`config.mk`:
```
export PLATFORM = sky130hd
export DESIGN_NAME = audio_serial_rx
export DESIGN_NICKNAME = d
export VERILOG_FILES = /design/src/rtl/audio_pkg.sv /design/src/rtl/sig_sync_edge.sv /design/src/rtl/audio_serial_rx.sv
export SDC_FILE = /design/constraint.sdc
export NUM_CORES = 1
export LEC_CHECK = 0
export BUFFER_PORTS_ARGS = -buffer_cell sky130_fd_sc_hd__clkbuf_2
export CAP_MARGIN = 20
export CORE_UTILIZATION = 49
export CTS_CLUSTER_DIAMETER = 60
export DETAILED_ROUTE_END_ITERATION = 10
export PLACE_DENSITY = 0.68
export SLEW_MARGIN = 5
export SYNTH_ARGS = -nofsm -noshare
export SYNTH_HDL_FRONTEND = slang
export SYNTH_SLANG_ARGS = --single-unit
export TNS_END_PERCENT = 5
```
`constraint.sdc`:
```
create_clock -name clk -period 2.26 [get_ports clk]
set_clock_uncertainty 0.2 [all_clocks]
set_input_delay 0.226 -clock clk [delete_from_list [all_inputs] [get_ports clk]]
set_output_delay 0.226 -clock clk [all_outputs]
set_load 0.1 [all_outputs]
```
`src/rtl/audio_pkg.sv`:
```
// audio_pkg: shared audio definitions for the receive and speaker-side blocks.
package audio_pkg;
   typedef enum logic [1:0] {WAIT_FRAME, SKIP, SHIFT, HOLD} rx_state_t;
   localparam int SKIP_BITS = 1;
   typedef enum logic [1:0] {SPK_IDLE, SPK_LOAD, SPK_SHIFT} spk_state_t;
   localparam int SPK_FIFO_DEPTH = 4;
endpackage

```
`src/rtl/sig_sync_edge.sv`:
```
// sig_sync_edge: multi-flop synchronizer with one-cycle rise/fall strobes.
module sig_sync_edge #(
   parameter int STAGES = 2
) (
   input  logic clk,
   input  logic rst_n,
   input  logic d,
   output logic level,
   output logic rise,
   output logic fall
);
   logic [STAGES-1:0] sync_q;
   logic              prev_q;
   always_ff @(posedge clk or negedge rst_n) begin
      if (!rst_n) begin
         sync_q <= '0;
         prev_q <= 1'b0;
      end else begin
         sync_q <= {sync_q[STAGES-2:0], d};
         prev_q <= sync_q[STAGES-1];
      end
   end
   assign level = sync_q[STAGES-1];
   assign rise  = level & ~prev_q;
   assign fall  = ~level & prev_q;
endmodule

```
`src/rtl/audio_serial_rx.sv`:
```
// audio_serial_rx: I2S stereo receiver with valid/ready output and sticky overrun.
// Optional mono_out (left+right)/2 when AUDIO_RX_MONO_SUM_EN is defined.
module audio_serial_rx
   import audio_pkg::*;
#(
   parameter int DATA_W      = 16,
   parameter int SYNC_STAGES = 2
) (
   input  logic              clk,
   input  logic              rst_n,
   input  logic              sclk_in,
   input  logic              lclk_in,
   input  logic              sdata_in,
   output logic [DATA_W-1:0] left_out,
   output logic [DATA_W-1:0] right_out,
`ifdef AUDIO_RX_MONO_SUM_EN
   output logic [DATA_W-1:0] mono_out,
`endif
   output logic              sample_valid,
   input  logic              sample_ready,
   output logic              overrun
);
   localparam int CW = $clog2(DATA_W + 1);
   logic sclk_lvl, sclk_rise, sclk_fall, lclk_lvl, lclk_rise, lclk_fall;
   logic sdata, sdata_rise, sdata_fall;
   logic unused_edges;
   sig_sync_edge #(.STAGES(SYNC_STAGES)) u_sclk (.clk(clk), .rst_n(rst_n), .d(sclk_in), .level(sclk_lvl), .rise(sclk_rise), .fall(sclk_fall));
   sig_sync_edge #(.STAGES(SYNC_STAGES)) u_lclk (.clk(clk), .rst_n(rst_n), .d(lclk_in), .level(lclk_lvl), .rise(lclk_rise), .fall(lclk_fall));
   sig_sync_edge #(.STAGES(SYNC_STAGES)) u_sdat (.clk(clk), .rst_n(rst_n), .d(sdata_in), .level(sdata), .rise(sdata_rise), .fall(sdata_fall));
   assign unused_edges = ^{sclk_lvl, sclk_fall, lclk_lvl, sdata_rise, sdata_fall};
   rx_state_t         state_q, state_d;
   logic [CW-1:0]     cnt_q;
   logic [DATA_W-1:0] word_q, left_cap_q, right_cap_q, bit_mask;
   logic              have_left_q, pair_done_q, lclk_edge, latch;
   assign lclk_edge = lclk_rise | lclk_fall;
   assign latch     = lclk_edge && (state_q == SHIFT || state_q == HOLD);
   assign bit_mask  = {1'b1, {(DATA_W-1){1'b0}}} >> cnt_q;
   always_comb begin
      state_d = state_q;
      case (state_q)
         WAIT_FRAME: state_d = lclk_fall ? SKIP : WAIT_FRAME;
         SKIP:       state_d = (sclk_rise && cnt_q == CW'(SKIP_BITS - 1)) ? SHIFT : SKIP;
         SHIFT:      state_d = lclk_edge ? SKIP : (sclk_rise && cnt_q == CW'(DATA_W - 1)) ? HOLD : SHIFT;
         HOLD:       state_d = lclk_edge ? SKIP : HOLD;
         default:    state_d = WAIT_FRAME;
      endcase
   end
   always_ff @(posedge clk or negedge rst_n) begin
      if (!rst_n) begin
         state_q     <= WAIT_FRAME;
         cnt_q       <= '0;
         word_q      <= '0;
         left_cap_q  <= '0;
         right_cap_q <= '0;
         have_left_q <= 1'b0;
         pair_done_q <= 1'b0;
      end else begin
         state_q     <= state_d;
         pair_done_q <= latch && lclk_fall && have_left_q;
         if (state_d == SKIP && state_q != SKIP) begin
            cnt_q  <= '0;
            word_q <= '0;
         end else if (sclk_rise && state_q == SKIP) begin
            cnt_q <= (state_d == SHIFT) ? '0 : cnt_q + 1'b1;
         end else if (sclk_rise && state_q == SHIFT) begin
            word_q <= sdata ? (word_q | bit_mask) : word_q;
            cnt_q  <= cnt_q + 1'b1;
         end
         // A falling lclk closes the right word, a rising one the left word.
         if (latch && lclk_fall) right_cap_q <= word_q;
         if (latch && lclk_rise) begin
            left_cap_q  <= word_q;
            have_left_q <= 1'b1;
         end
      end
   end
   always_ff @(posedge clk or negedge rst_n) begin
      if (!rst_n) begin
         left_out     <= '0;
         right_out    <= '0;
         sample_valid <= 1'b0;
         overrun      <= 1'b0;
      end else if (pair_done_q) begin
         left_out     <= left_cap_q;
         right_out    <= right_cap_q;
         sample_valid <= 1'b1;
         overrun      <= overrun | (sample_valid & ~sample_ready);
      end else if (sample_valid && sample_ready) begin
         sample_valid <= 1'b0;
      end
   end
`ifdef AUDIO_RX_MONO_SUM_EN
   logic [DATA_W:0] mono_sum;
   assign mono_sum = {left_cap_q[DATA_W-1], left_cap_q} + {right_cap_q[DATA_W-1], right_cap_q};
   always_ff @(posedge clk or negedge rst_n) begin
      if (!rst_n) mono_out <= '0;
      else if (pair_done_q) mono_out <= mono_sum[DATA_W:1];
   end
`endif
endmodule

```
==> out/metrics.cfg <==
[placement]
place.gp.congestion=0.819
io_buffers=39
hpwl_um=4460

[logic_synthesis]
syn_avg_cell_area_um2=15.1
synth_cells=256
ys_ff_latch=99
async_reset_ff_share_pct=100
ys_seq_area_share_pct=64.1
synthFlopType=dfrtp_1
synth_edf_count=0
synthesis.area_um2=3860
syn_nets=271
yosysWarnings=0
synth_cell_type_count=36

[sta]
max_freq_ghz=0.517
fin_tns_setup_ns=0
worstMarginPinSlew_ns=0.576
grt_setup_unrepaired=false
fin_crit_sh_pct=85.6
slew_headroom_pct=61.3
drv_slew=0
hold_violations=0
whs_ns=0.147
setup_violations=0
min_period_ns=1.94

[clock_tree]
cts_sinks=99
cts_resized=0
cts_buffer_depth=2
path_clk_slew_ns=0.09
cts_buffers=9
clk_latency_ns=0.35
cts_root_buffer=clkbuf_8
cts_tree=yes
cts_hold_buffers=5
htreeDepth=3
post_cts_buffers=0

[grt]
overflow=0
grt_max_degree=44
grt_usage_pct=17.5
grt_pass1_vias=2241
antenna_found_initial=0
grt_pass1_wl_um=11200

[worst_setup_path]
worstSetupPathType=flop to flop
cp-end-kind=flop
endpoint=cnt_q[0]$_DFFE_PN0P_
worst-r2r-setup-slack_ns=0.32
required_ns=2.30
reg2reg_from=u_lclk.sync_q[1]$_DFF_PN0_
worst-r2r-cell-count=5
cp_max_fo=16
critical_path.startpoint=u_lclk.sync_q[1]$_DFF_PN0_
cp-start-kind=flop
r2r_end=cnt_q[0]$_DFFE_PN0P_
worstPathArrival_ns=1.98

[layout]
area_delta_synth_final_pct=15.6
fin_nets=321
layout_common_cells=dfrtp_1 (99), mux2_2 (64), clkbuf_2 (38), o2bb2ai_1 (12), clkbuf_8 (11)
final_common_cell=dfrtp_1
diodes=0
nFillCells=636
drive_gt1_share_pct=42.4

[pwr]
pwr-share-seq_pct=52.8
clock_power_share_pct=31.8
ir_worst_vdd_mv=0.325
p_switching_mw=1.06
powerDensity_nw_per_um2=826
p_int_mw=2.63
leakagePower_nw=2.31
swShare_pct=28.7
pwr-share-comb_pct=15.4

[flow_run]
cap_violations=0

[floorplanning]
die-area_um2=8250
die_h_um=90.8
rows=32
initial_utilization_pct=50.3
die_w_um=90.8
ioPinCount=40
core_um2=7690

[detailed_routing]
wl_um=6460
first_pass_iters=4
remaining_drc_errors=0
drt-wirelength-per-cell_um=15.6
ant_nets=0
drtIter0Drc=120
vias=2179
vias_per_cell=5.28

[hold_path]
hp-class=flop to flop
worstHoldStart=u_sdat.sync_q[0]$_DFF_PN0_

[status]
status=completed

==> layer usage <==
metal  share of wire (%)  global-route usage, %
met1                  48                   23.9
met2                  47                   27.7
met3                 2.9                   4.12
met4                 1.4                   5.95
met5                   0                      0
==> how the worst min path moves through the flow <==
stage	endpoint	slack, ns	cells after the start
after global routing	u_sdat.sync_q[1]$_DFF_PN0_	0.16	0
after CTS	u_sdat.sync_q[1]$_DFF_PN0_	0.15	0
after floorplan	cnt_q[0]$_DFFE_PN0P_	-0.27	0
after detailed placement	right_cap_q[9]$_DFFE_PN0P_	0.03	1
after global placement	right_cap_q[9]$_DFFE_PN0P_	0.02	1
final	u_sdat.sync_q[1]$_DFF_PN0_	0.15	0
==> worst max-delay path, cell delays in order (launching register included) <==
cell	delay [ns]
dfrtp_1	0.40
inv_1	0.06
ha_1	0.19
or3b_1	0.46
and2_4	0.27
a32o_1	0.26
==> per-stage QoR <==
step	total power [mW]	cells	utilization [%]	setup WS, ns	area [um2]
final	3.69	413	58.1	0.325	4470
after detailed placement	2.55	392	54.7	0.331	4210
after global placement	2.53	392	54.7	0.397	4210
after floorplan	2.40	256	-	0.378	3860
after CTS	3.73	413	58.1	0.321	4470
after global routing	3.86	413	58.1	0.250	4470
==> sequential cells by signal (all words and copies together) (netlist names) <==
| register | flops |
|---|---|
| u_sdat.sync_q | 2 |
| u_sclk.prev_q | 1 |
| pair_done_q | 1 |
| sample_valid | 1 |
| right_out | 16 |
| have_left_q | 1 |
| cnt_q | 5 |
| u_sclk.sync_q | 2 |
| u_lclk.prev_q | 1 |
| left_cap_q | 16 |
| u_lclk.sync_q | 2 |
| left_out | 16 |
| state_q | 2 |
| overrun | 1 |
| right_cap_q | 16 |
| word_q | 16 |
==> layout make-up <==
type | count | area [um2] | share of cell area (%)
sequential | 99 | 2480 | 55.5
multi-input combinational | 137 | 1280 | 28.8
timing repair buffer | 51 | 338 | 7.56
clock buffer | 11 | 151 | 3.39
tap | 102 | 128 | 2.86
clock inverter | 5 | 57.6 | 1.29
inverter | 8 | 30.0 | 0.672
==> cells in the mapped netlist (2+ instances only) <==
cell,number,area share [%]
o2bb2ai_1,12,2.7
nand2b_1,3,0.49
dfrtp_1,99,64
buf_2,4,0.52
nor3_1,3,0.39
buf_1,2,0.19
nor2_1,6,0.58
nand3_1,8,1.0
a32o_1,4,1.0
o211a_1,2,0.52
a31oi_1,4,0.65
inv_1,8,0.78
clkbuf_1,3,0.29
and3_1,2,0.32
nand2_1,4,0.39
ha_1,9,2.9
mux2_2,64,19
==> power by group through the flow <==
stage | combinational, mW | sequential (mW) | clock (mW)
final | 0.568 | 1.95 | 1.17
after global routing | 0.620 | 1.96 | 1.28
after CTS | 0.575 | 1.95 | 1.20
after detailed placement | 0.566 | 1.98 | 0
after global placement | 0.551 | 1.98 | 0
after floorplan | 0.394 | 2.01 | 0
==> cells by family after synthesis <==
group / Yosys count / synth area share (%)
compound gates: 26 / 5.67
xor+xnor: 1 / 0.227
fa+ha+maj: 9 / 2.91
buf+inv: 20 / 2.65
flops: 99 / 64.1
mux: 64 / 18.6
simple gates: 37 / 5.79
(Power assumes the default switching activity.)
